### src/rtl/booth_r8_mac_seq.sv
// Iterative radix-8 Booth multiplier/accumulator.
// One Booth digit per cycle, start/done handshake, abortable.
module booth_r8_mac_seq #(
  parameter int WIDTH = 16
) (
  input  logic               clk,
  input  logic               rst_n,
  input  logic               start,
  input  logic               abort,
  input  logic               acc_en,
  input  logic [WIDTH-1:0]   multiplicand,
  input  logic [WIDTH-1:0]   multiplier,
  input  logic [1:0]         sign_mode,
  output logic [2*WIDTH-1:0] product,
  output logic               done,
  output logic               busy
);

  localparam int DIGITS = (WIDTH + 3) / 3;
  localparam int PW = 2 * WIDTH;
  localparam int BW = 3 * DIGITS + 1;
  localparam int CW = $clog2(DIGITS + 1);

  typedef enum logic [1:0] {
    IDLE, PREP, ITER, FINISH
  } state_t;

  state_t state, state_nx;

  logic [CW-1:0]     cnt;
  logic [PW-1:0]     a_sh;
  logic [PW-1:0]     a3_sh;
  logic [PW-1:0]     acc;
  logic [PW-1:0]     mult;
  logic [BW-1:0]     b_sh;
  logic              acc_mode;
  logic signed [WIDTH:0] a_ext;
  logic signed [WIDTH:0] b_ext;
  logic              accept;
  logic              write;
  logic              last;

  assign a_ext = {sign_mode[1] & multiplicand[WIDTH-1],
                  multiplicand};
  assign b_ext = {sign_mode[0] & multiplier[WIDTH-1],
                  multiplier};
  assign last  = (cnt == CW'(DIGITS - 1));

  always_ff @(posedge clk or negedge rst_n) begin
    if (!rst_n) state <= IDLE;
    else        state <= state_nx;
  end

  always_comb begin
    state_nx = state;
    if (abort) begin
      state_nx = IDLE;
    end else begin
      unique case (state)
        IDLE:    if (start) state_nx = PREP;
        PREP:    state_nx = ITER;
        ITER:    if (last) state_nx = FINISH;
        FINISH:  state_nx = IDLE;
        default: state_nx = IDLE;
      endcase
    end
  end

  always_comb begin
    busy   = (state != IDLE);
    accept = (state == IDLE) && start && !abort;
    write  = (state == FINISH) && !abort;
  end

  // Window is {b[3k+2], b[3k+1], b[3k], b[3k-1]}
  always_comb begin
    mult = '0;
    unique case (b_sh[3:0])
      4'b0000, 4'b1111: mult = '0;
      4'b0001, 4'b0010: mult = a_sh;
      4'b0011, 4'b0100: mult = a_sh << 1;
      4'b0101, 4'b0110: mult = a3_sh;
      4'b0111:          mult = a_sh << 2;
      4'b1000:          mult = -(a_sh << 2);
      4'b1001, 4'b1010: mult = -a3_sh;
      4'b1011, 4'b1100: mult = -(a_sh << 1);
      4'b1101, 4'b1110: mult = -a_sh;
      default:          mult = '0;
    endcase
  end

  // Multiples are pre-weighted by 8^k: A and 3A shift left each digit
  always_ff @(posedge clk or negedge rst_n) begin
    if (!rst_n) begin
      product  <= '0;
      done     <= 1'b0;
      cnt      <= '0;
      a_sh     <= '0;
      a3_sh    <= '0;
      acc      <= '0;
      b_sh     <= '0;
      acc_mode <= 1'b0;
    end else begin
      done <= write;
      if (accept) begin
        a_sh     <= PW'(a_ext);
        a3_sh    <= '0;
        b_sh     <= {(BW-1)'(b_ext), 1'b0};
        acc      <= '0;
        cnt      <= '0;
        acc_mode <= acc_en;
      end
      if (state == PREP) begin
        a3_sh <= a_sh + (a_sh << 1);
      end
      if (state == ITER) begin
        acc   <= acc + mult;
        a_sh  <= a_sh << 3;
        a3_sh <= a3_sh << 3;
        b_sh  <= b_sh >> 3;
        cnt   <= cnt + 1'b1;
      end
      if (write) begin
        product <= acc_mode ? product + acc : acc;
      end
    end
  end

endmodule

### config.mk
export PLATFORM = sky130hd
export DESIGN_NAME = booth_r8_mac_seq
export DESIGN_NICKNAME = d
export VERILOG_FILES = /design/src/rtl/booth_r8_mac_seq.sv
export SDC_FILE = /design/constraint.sdc
export NUM_CORES = 1
export LEC_CHECK = 0
export CAP_MARGIN = 20
export CORE_ASPECT_RATIO = 0.8
export CORE_UTILIZATION = 60
export DETAILED_ROUTE_END_ITERATION = 6
export DONT_BUFFER_PORTS = 1
export HOLD_SLACK_MARGIN = 0.15
export PLACE_DENSITY = 0.76
export SYNTH_ARGS = -nofsm -noshare
export SYNTH_HDL_FRONTEND = slang
export SYNTH_SLANG_ARGS = --single-unit
### constraint.sdc
create_clock -name clk -period 6.1 [get_ports clk]
set_input_delay 1.525 -clock clk [delete_from_list [all_inputs] [get_ports clk]]
set_output_delay 1.525 -clock clk [all_outputs]
set_load 0.02 [all_outputs]
# Yosys cells after proc, flatten, opt, wreduce, memory -nomap -nowiden
# Cells that the tools add are included.
# totals
input_bits,39
reg_bits,154
word_cells,73
output_inout_bits,34
# op_classes
bitwise,2
addsub,8
eq_ne,21
reduce_logical,17
mux,16
# op_table
operator,count
$pmux W32 S9,1
$mux W32,7
$neg A32 Y32,4
$add A32 B32 Y32,3
$mux W19,2
$eq A4 B4 Y1 const B,8
$eq A4 B3 Y1 const B,4
$reduce_or A2 Y1,7
$eq A4 B2 Y1 const B,2
$pmux W2 S4,1
$mux W2,3
$mux W3,2
$ne A3 B3 Y1 const B,2
$eq A2 B2 Y1 const B,2
$eq A4 B1 Y1 const B,1
$logic_not A4 Y1,1
$reduce_bool A2 Y1,2
$add A3 B1 Y3 const B,1
$eq A3 B3 Y1 const B,1
$logic_and A1 B1 Y1,3
$reduce_bool A3 Y1,1
$and A1 B1 Y1,2
$eq A2 B1 Y1 const B,1
$logic_not A2 Y1,1
2 further kinds,2

# Longest topological paths before layout
# Gate-level depths: netlist of the first run.
# logic_depth
depth_word,6
ltp_mapped,22

# Worst setup path after synthesis of the first run
# No wires, ideal clock.
# synth_path
path_type,reg-to-reg
from,reg a_sh[5]
to,reg acc[31]
n_path_buf,1
t_arrival_ns,4.099
setup_ns,0.131
stages_incl_launch_ff,22
synth_period_minus_slack_ns,4.230
slack_ns,1.870
path_cell_list,dfrtp_1 -> clkbuf_1 -> inv_1 -> ha_1 -> nand4_1 -> nor3_2 -> nand2_1 -> o21ai_0 -> xnor2_1 -> a222oi_1 -> o221ai_1 -> a31oi_1 -> nand2_1 -> ha_1 -> and3_1 -> a311o_1 -> o2bb2ai_1 -> a311oi_1 -> o21bai_1 -> a21oi_1 -> xnor2_1 -> o21ai_1
# synth_via
elab_chain_len,4
# synth_rtl
item,line_no,rtl
from (decl),31,logic [PW-1:0] a_sh;
from (signal assigned),106,a_sh <= PW'(a_ext);
from (signal assigned),118,a_sh <= a_sh << 3;
"$neg A32 Y32, on equally long branches","87, 84, 86",
$pmux W32 S9 (*),78,unique case (b_sh[3:0])
$add A32 B32 Y32 (*),117,acc <= acc + mult;
$mux W32 (*),116,if (state == ITER) begin
to (signal assigned),117,
to (decl),33,logic [PW-1:0] acc;
# Mark *: on every way between the ends. The rest lies on a longest branch, timed or not.
# A chain may end at the register's enable or synchronous reset.

# Worst setup path in the final report of the first run
# layout_path
from,reg a_sh[2]
to,reg acc[28]
# Same word-level chain as after synthesis.

==> results of run 1 <==
## critical path: cells and delay by family, from the launching register on
kind | cells | cell delay, ps
simple gates | 4 | 930
buf+inv | 1 | 220
xor+xnor | 2 | 270
flops | 1 | 440
fa+ha+maj | 2 | 630
compound gates | 9 | 2210
## flip-flops by register name (all words and copies together) (netlist names)
name	flops
acc	32
a3_sh	32
state	2
product	32
done	1
b_sh	18
cnt	3
acc_mode	1
a_sh	32
## path summary, 6_finish.rpt
| path | from | slack [ps] | end | cells past startpoint |
|---|---|---|---|---|
| max in group asynchronous | rst_n | 5090 | a_sh[1] | 0 |
| worst min-delay path | b_sh[9] | 480 | b_sh[6] | 2 |
| worst max register to register | a_sh[2] | 1260 | acc[28] | 18 |
| worst max-delay path | a_sh[2] | 1260 | acc[28] | 18 |
| min in group asynchronous | rst_n | 760 | product[8] | 0 |
| worst min register to register | b_sh[9] | 480 | b_sh[6] | 2 |
## through the flow
stage                     hold WS [ps]  setup slack (ps)
after CTS                          486              1310
after detailed placement           471              1340
final                              484              1260
after floorplan                    453              1870
after global routing               530               795
after global placement             460              1480
## final cells by class
cell class | count | area share [%]
diodes | 1 | 0.0165
clock buffers | 22 | 3.12
clock inverters | 10 | 0.552
inverters | 75 | 1.85
multi-input cells | 1462 | 65.5
flip-flops and latches | 153 | 25.2
well taps | 312 | 2.57
repair buffers | 23 | 1.14
## layout by cell type, fill, tap and decap left out, drive strengths merged, types with 43 or more instances in the layout
cell type    n
xnor2       97
a21o        50
nor2        86
dfrtp      153
a21oi      135
inv         79
ha         129
mux2i       43
o21ai      173
nand2      242
## metal layers
metal,global-route usage [%],up-vias
li1,-,6490
met3,6.90,72
met4,11.2,0
met5,0,-
met2,56.5,624
met1,50.1,6678
## logic make-up (layout without fill, tap and decap cells)
kind of cell    count (synthesis)  after routing  share of synthesized area (%)
mux                            44             44                           3.06
xor+xnor                      132            132                           8.02
simple gates                  536            536                           17.8
compound gates                618            618                           28.3
flops                         153            153                           26.6
buf+inv                       176            130                           4.65
other cells                     0              1                              0
fa+ha+maj                     132            132                           11.6
## power breakdown
part / internal, mW / total [mW] / switching [mW]
combinational: 2.69 / 6.77 / 4.08
clock: 0.561 / 1.06 / 0.497
sequential: 1.44 / 2.28 / 0.837
==> summary.md, run 1 <==
| Metric | Value |
|---|---|
| Status | `finished, final reports clean` |
| Via/cell ratio | `6.74` |
| Global-route wire length before repair | `70,400 µm` |
| Layout Skew | `17.6 ps` |
| Port Buffer Count | `0` |
| Overflow after GRT | `0` |
| Post-synth EDFFs | `0` |
| Crit-path max cell delay | `between 400 and 500 ps` |
| Unrepaired setup endpoints after global routing | `false` |
| Vias in the first global route | `13.1k` |
| DR iter-0 viols | `1,710` |
| Worst-margin pin slew | `between 1000 and 1500 ps` |
| Power Dens Cells | `666 nW/µm²` |
| Top-area cell type share of the netlist area | `26.6%` |
| Gpl congestion | `a little under 1` |
| Total Nets Final | `about 1.9k` |
| CP arrival | `5150 ps` |
| Max-slew headroom | `29.3%` |
| Hold crit path type | `reg2reg` |
| Design area | `15,200 µm²` |
| Most numerous cell in the Yosys netlist | `nand2_1` |
| CTS tree | `built` |
| Core Rows | `50` |
| Die ar. | `24,600 µm²` |
| Top routing layer used | `met4` |
| Asr flop ratio synth | `100%` |
| Crit-path max FO | `6` |
| Setup_tns | `0 ps` |
| P&R area growth vs syn | `5.36%` |
| Maximum VDD drop | `0.487 mV` |
| Mapped cell area | `14,400 µm²` |
| Largest net degree at the start of global routing | `154` |
| Max-cap violations | `0` |
| Post-CTS Resized | `0` |
| # DRC | `0` |
| Final setup vio count | `0` |
| Met2 WL | `20,000 µm` |
| Final Util | `64.7%` |
| Post-CTS Setup Bufs | `0` |
| Synth Net Count | `~2k` |
| Post-DP Area | `14,600 µm²` |
| Register area | `3830 µm²` |
| Clock transition at path regs | `70 ps` |
| Total Routed Length | `43,900 µm` |
| Avg Cell Area, Syn | `a little over 8 µm²` |
| Hold_buf cts | `0` |
| Via count | `roughly 14k` |
| Fin cells | `2,058` |
| Worst Path Required | `6410 ps` |
| Synth area leader | `dfrtp_1` |
| Multi-input logic area | `9950 µm²` |
| Initial core utilization | `61.4%` |
| Routed wl met3 | `3590 µm` |
| Met1 Wirelength | `19,400 µm` |
| Post-Place Cells | `2,024` |
| Synthesis-stage register bit count | `153` |
| Routed length per instance | `21.3 µm` |
| Fin. Hold Viols | `0` |
| Core footprint | `23,500 µm²` |
| Crit path kind | `reg2reg` |
| Startpoint types | `register` |
| Die X | `175 µm` |
| Share of the clock period used by the worst path | `79.3%` |
| Post-DP HPWL | `31,900 µm` |
| Final Power | `~10 mW` |
| DR pass1 iterations | `6` |
| I/O pins | `73` |
| Synth warn | `0` |
| Fill count | `2,055` |
| Chip height | `141 µm` |
| Longest Clk Path Bufs | `2` |
| CP Cell Sequence | `inv_1 > ha_1 > nor2b_1 > nand2_1 > o21ai_0 > xnor2_1 > a221oi_1 > o31ai_1 > ha_1 > and3_1 > nor2b_1 > a41oi_1 > a21o_1 > a21oi_1 > a211o_1 > a311oi_1 > xnor2_1 > o22ai_1` |
| Post-Syn Instances | `1,791` |
| Crit end category | `register` |
| Slowest cell on the critical path | `dfrtp_1` |
| Min Tclk post-route | `between 4000 and 5000 ps` |
| Most area-consuming cells after synthesis | `dfrtp_1 27%, ha_1 11%, nand2_1 6.3%` |
| H-tree Lvls | `4` |
| P_leak | `between 6 and 7 nW` |
| Slew Viols, Final | `0` |
| GRT Overall Usage | `a little over a third` |
| Top post-synthesis cells by count | `242 x nand2_1, 171 x o21ai_0, 153 x dfrtp_1, 133 x a21oi_1, 129 x ha_1` |
| Main synth FF type | `dfrtp_1` |
| Yosys cell types | `a little over 80` |
| Clk Latency, worst-skew pair | `between 400 and 500 ps` |
| Clk root buf | `clkbuf_16` |
| Num CTS Buffers | `17` |
| Number of clock sinks | `~150` |
| Ratio of cells with drive above 1 in the final layout | `about 5.0%` |
| Fmax | `0.207 GHz` |
| Initial antenna violation count | `1` |
| Post-DRT Antenna Nets | `0` |
| Register area share after synthesis | `26.6%` |
(Power assumes the default switching activity.)
==> inputs of run 2 (changes only) <==
--- a/config.mk
+++ b/config.mk
@@ -5,6 +5,7 @@
 export SDC_FILE = /design/constraint.sdc
 export NUM_CORES = 1
 export LEC_CHECK = 0
+export ABC_AREA = 1
 export CAP_MARGIN = 20
 export CORE_ASPECT_RATIO = 0.8
 export CORE_UTILIZATION = 60
==> constraint.sdc (replaced) <==
create_clock -name clk -period 5 [get_ports clk]
set_input_delay 1.25 -clock clk [delete_from_list [all_inputs] [get_ports clk]]
set_output_delay 1.25 -clock clk [all_outputs]
set_load 0.02 [all_outputs]
==> run 2 against run 1 <==
Compared with the run above: the run now ends with design-rule violations left; first-iteration DRC count is 6.1% higher; clock power is 24% higher; worst hold slack hardly changed; setup slack worse by 790 ps; combinational power is 36% higher; final cell count is 23% higher; clock-buffer cell count is 4 lower; total power is 30% higher; sequential share of layout area is 0.92 points lower; global-route usage is 4.2 points higher; critical endpoint is now acc[20].
==> summary.md, run 2 <==
| Metric | Value |
|---|---|
| Simple-Gate Fraction of Synth Area | `28.5% (+11 points)` |
| Maximum VDD drop | `0.564 mV (+16%)` |
| Multi-input logic area | `9990 µm² (+0.41%)` |
| Max-cap violations | `0 (unchanged)` |
| Fin. Hold Viols | `0 (unchanged)` |
| Crit path kind | `reg2reg` |
| GRT met1 Usage | `58.8% (+8.7 points)` |
| Most area-consuming cells after synthesis | `dfrtp_1 26%, nand2_1 12%, ha_1 11%` |
| Ratio of cells with drive above 1 in the final layout | `5.70% (+0.66 points)` |
| Startpoint types | `register` |
| Longest Clk Path Bufs | `2 (unchanged)` |
| GRT Overall Usage | `40.2% (+4.2 points)` |
| Fin cells | `2,528 (+23%)` |
| Most numerous cell in the Yosys netlist | `nand2_1` |
| Synthesis-stage register bit count | `153 (unchanged)` |
| Most frequent cells in the layout | `491 x nand2_1, 258 x nor2_1, 213 x inv_1, 212 x a21oi_1, 167 x o21ai_0` |
| Synth Net Count | `2,396 (+22%)` |
| Asr flop ratio synth | `100% (unchanged)` |
| CP arrival | `4900 ps (-250 ps)` |
| Main synth FF type | `dfrtp_1` |
| Adder-cell share of the synthesized area | `11.2% (-0.42 points)` |
| Global-route wire length before repair | `78,600 µm (+12%)` |
| Post-Syn Instances | `2,225 (+24%)` |
| Total Routed Length | `51,400 µm (+17%)` |
| Flop-to-flop setup slack | `470 ps (-790 ps)` |
| Setup_tns | `0 ps (unchanged)` |
| Failing checks | `design-rule violations` |
| Max-slew headroom | `33.2% (+3.9 points)` |
| Fill count | `2,303 (+12%)` |
| Number of clock sinks | `153 (unchanged)` |
| Mux share of post-synthesis cell area | `0% (-3.1 points)` |
| Gpl congestion | `1.01 (+1.8%)` |
| Post-synth EDFFs | `0 (unchanged)` |
| Clk Latency, worst-skew pair | `460 ps (about the same)` |
| Worst-margin pin slew | `1000 ps (-58.8 ps)` |
| Register area share after synthesis | `25.6% (-0.95 points)` |
| Synth warn | `0 (unchanged)` |
| CTS tree | `built` |
| Num CTS Buffers | `17 (unchanged)` |
| Register area | `3830 µm² (unchanged)` |
| Overflow after GRT | `0 (unchanged)` |
| Top-area cell type share of the netlist area | `25.6% (-0.95 points)` |
| Worst Path Required | `5370 ps (-1040 ps)` |
| Power Dens Cells | `836 nW/µm² (+26%)` |
| Die X | `178 µm (+1.8%)` |
| H-tree Lvls | `4 (unchanged)` |
| Via count | `16.2k (+17%)` |
| Slew Viols, Final | `0 (unchanged)` |
| Status | `finished, violations left` |
| Top post-synthesis cells by count | `492 x nand2_1, 259 x nor2_1, 214 x inv_1, 212 x a21oi_1, 167 x o21ai_0` |
| Most common cell after layout, fill and taps aside | `nand2_1` |
| Largest net degree at the start of global routing | `154 (unchanged)` |
| Clk root buf | `clkbuf_16` |
| Yosys cell types | `58 (-28%)` |
| Crit end category | `register` |
| Fmax | `0.221 GHz (+6.8%)` |
| Chip height | `143 µm (+1.8%)` |
| # diodes | `0 (-1)` |
| Core Rows | `51 (+2.0%)` |
| Port Buffer Count | `0 (unchanged)` |
| Avg Cell Area, Syn | `6.72 µm² (-17%)` |
| Vias in the first global route | `14.3k (+9.4%)` |
| Unrepaired setup endpoints after global routing | `false` |
| # DRC | `1 (+1)` |
| Routed length per instance | `20.3 µm (-4.7%)` |
| Hold_buf cts | `0 (unchanged)` |
| DR iter-0 viols | `1,814 (+6.1%)` |
| Grt met3 use | `12.7% (+5.8 points)` |
| Largest family of logic cells by synthesized area | `simple AND/OR/NAND/NOR gates` |
| Post-DRT Antenna Nets | `0 (unchanged)` |
| Initial core utilization | `61.3% (-0.11 points)` |
| Via/cell ratio | `6.39 (-5.1%)` |
| I/O pins | `73 (unchanged)` |
| Hold crit path type | `in2async` |
| Initial antenna violation count | `0 (-1)` |
| Top Usage Layer GRT | `met1` |
| P&R area growth vs syn | `5.42% (about the same)` |
| Met2 Resource Use GR | `56.4% (about the same)` |
| Mapped cell area | `14,900 µm² (+3.7%)` |
| Final setup vio count | `0 (unchanged)` |
| Post-CTS Resized | `0 (unchanged)` |
| Total Nets Final | `2,368 (+24%)` |
| Die ar. | `25,600 µm² (+3.7%)` |
| Clock transition at path regs | `80 ps (about the same)` |
| Post-DP HPWL | `39,200 µm (+23%)` |
| Layout Skew | `13.7 ps (-3.90 ps)` |
| Min Tclk post-route | `4530 ps (-310 ps)` |
| Post-CTS Setup Bufs | `0 (unchanged)` |
| P_leak | `7.37 nW (+8.8%)` |
| DR pass1 iterations | `7 (+1)` |
| Share of the clock period used by the worst path | `90.6% (+11 points)` |
| Synth area leader | `dfrtp_1` |
| Crit-path max FO | `7 (+1)` |
| Core footprint | `24,400 µm² (+3.9%)` |
| Compound-Gate Fraction of Synth Area | `23.7% (-4.6 points)` |
| Post-Place Cells | `2,495 (+23%)` |
| Post-Synth XOR/XNOR Area | `3.39% (-4.6 points)` |
run 2: cell types whose count changed after synthesis, moves of 37 or more:
cell,before,now
nand3_1,37,122
mux2i_1,43,0
xnor2_1,97,6
nand2_1,242,492
o22ai_1,10,57
nor2_1,86,259
inv_1,75,214
clkbuf_1,93,27
a21oi_1,133,212
a21o_1,50,13
run 2: worst max-delay path, stage by stage (launching register included):
cell and delay (ps):
dfrtp_1 410, inv_1 250, ha_1 290, nand2_2 110, nor2_4 240, nand2_1 120
nor2_1 200, nand2_1 90, xor2_1 250, inv_1 100, nand2_1 70, nand2_1 50
nor2_1 100, o21ai_0 120, ha_1 380, nand2_1 140, nor2_1 120, inv_1 90
nor3_1 530, nand4_1 270, nand3_1 200, or2_2 130, nand3_1 70, o21ai_0 110
run 2: per-layer routing:
layer,share of wire (%),vias to the layer above
met5,0,-
li1,-,7581
met3,13,91
met1,44,7526
met4,1.9,0
met2,41,962
run 2: area by class of cell:
cell class              instances  share of cell area [%]
clock inverters                14                   0.826
well taps                     318                    2.53
multi-input cells            1781                    63.4
repair buffers                 12                   0.699
inverters                     232                    5.53
clock buffers                  18                    2.72
flip-flops and latches        153                    24.3
run 2: cell families after synthesis:
family / Yosys count
AND/OR/NAND/NOR: 992
buffers and inverters: 291
AO/OA/AOI/OAI: 600
adder cells (fa/ha/maj): 132
XOR/XNOR: 57
flip-flops: 153
run 2: path summary, 6_finish.rpt:
| kind | start | end | depth (start not counted) |
|---|---|---|---|
| min | rst_n | product[17] | 0 |
| max reg2reg | a_sh[1] | acc[20] | 23 |
| max | a_sh[1] | acc[20] | 23 |
| min in group clk | b_sh[15] | b_sh[15] | 2 |
| min reg2reg | b_sh[15] | b_sh[15] | 2 |
| max in group asynchronous | rst_n | a3_sh[12] | 0 |
run 2: power breakdown:
group          internal, mW  switching [mW]
logic                  2.95            6.24
registers              1.77           0.917
clock network         0.661           0.646
total                  5.38            7.80
run 2: per-stage QoR:
step	total power [mW]	util [%]	hold WS (ps)	instance area [µm²]	worst slack (ps)
after floorplan	9.04	-	453	14900	1820
after global placement	11.3	62.2	467	15200	852
after detailed placement	11.5	62.2	483	15200	817
after CTS	12.8	64.5	473	15700	780
after global routing	14.1	64.6	474	15800	315
final	13.2	64.6	484	15800	471
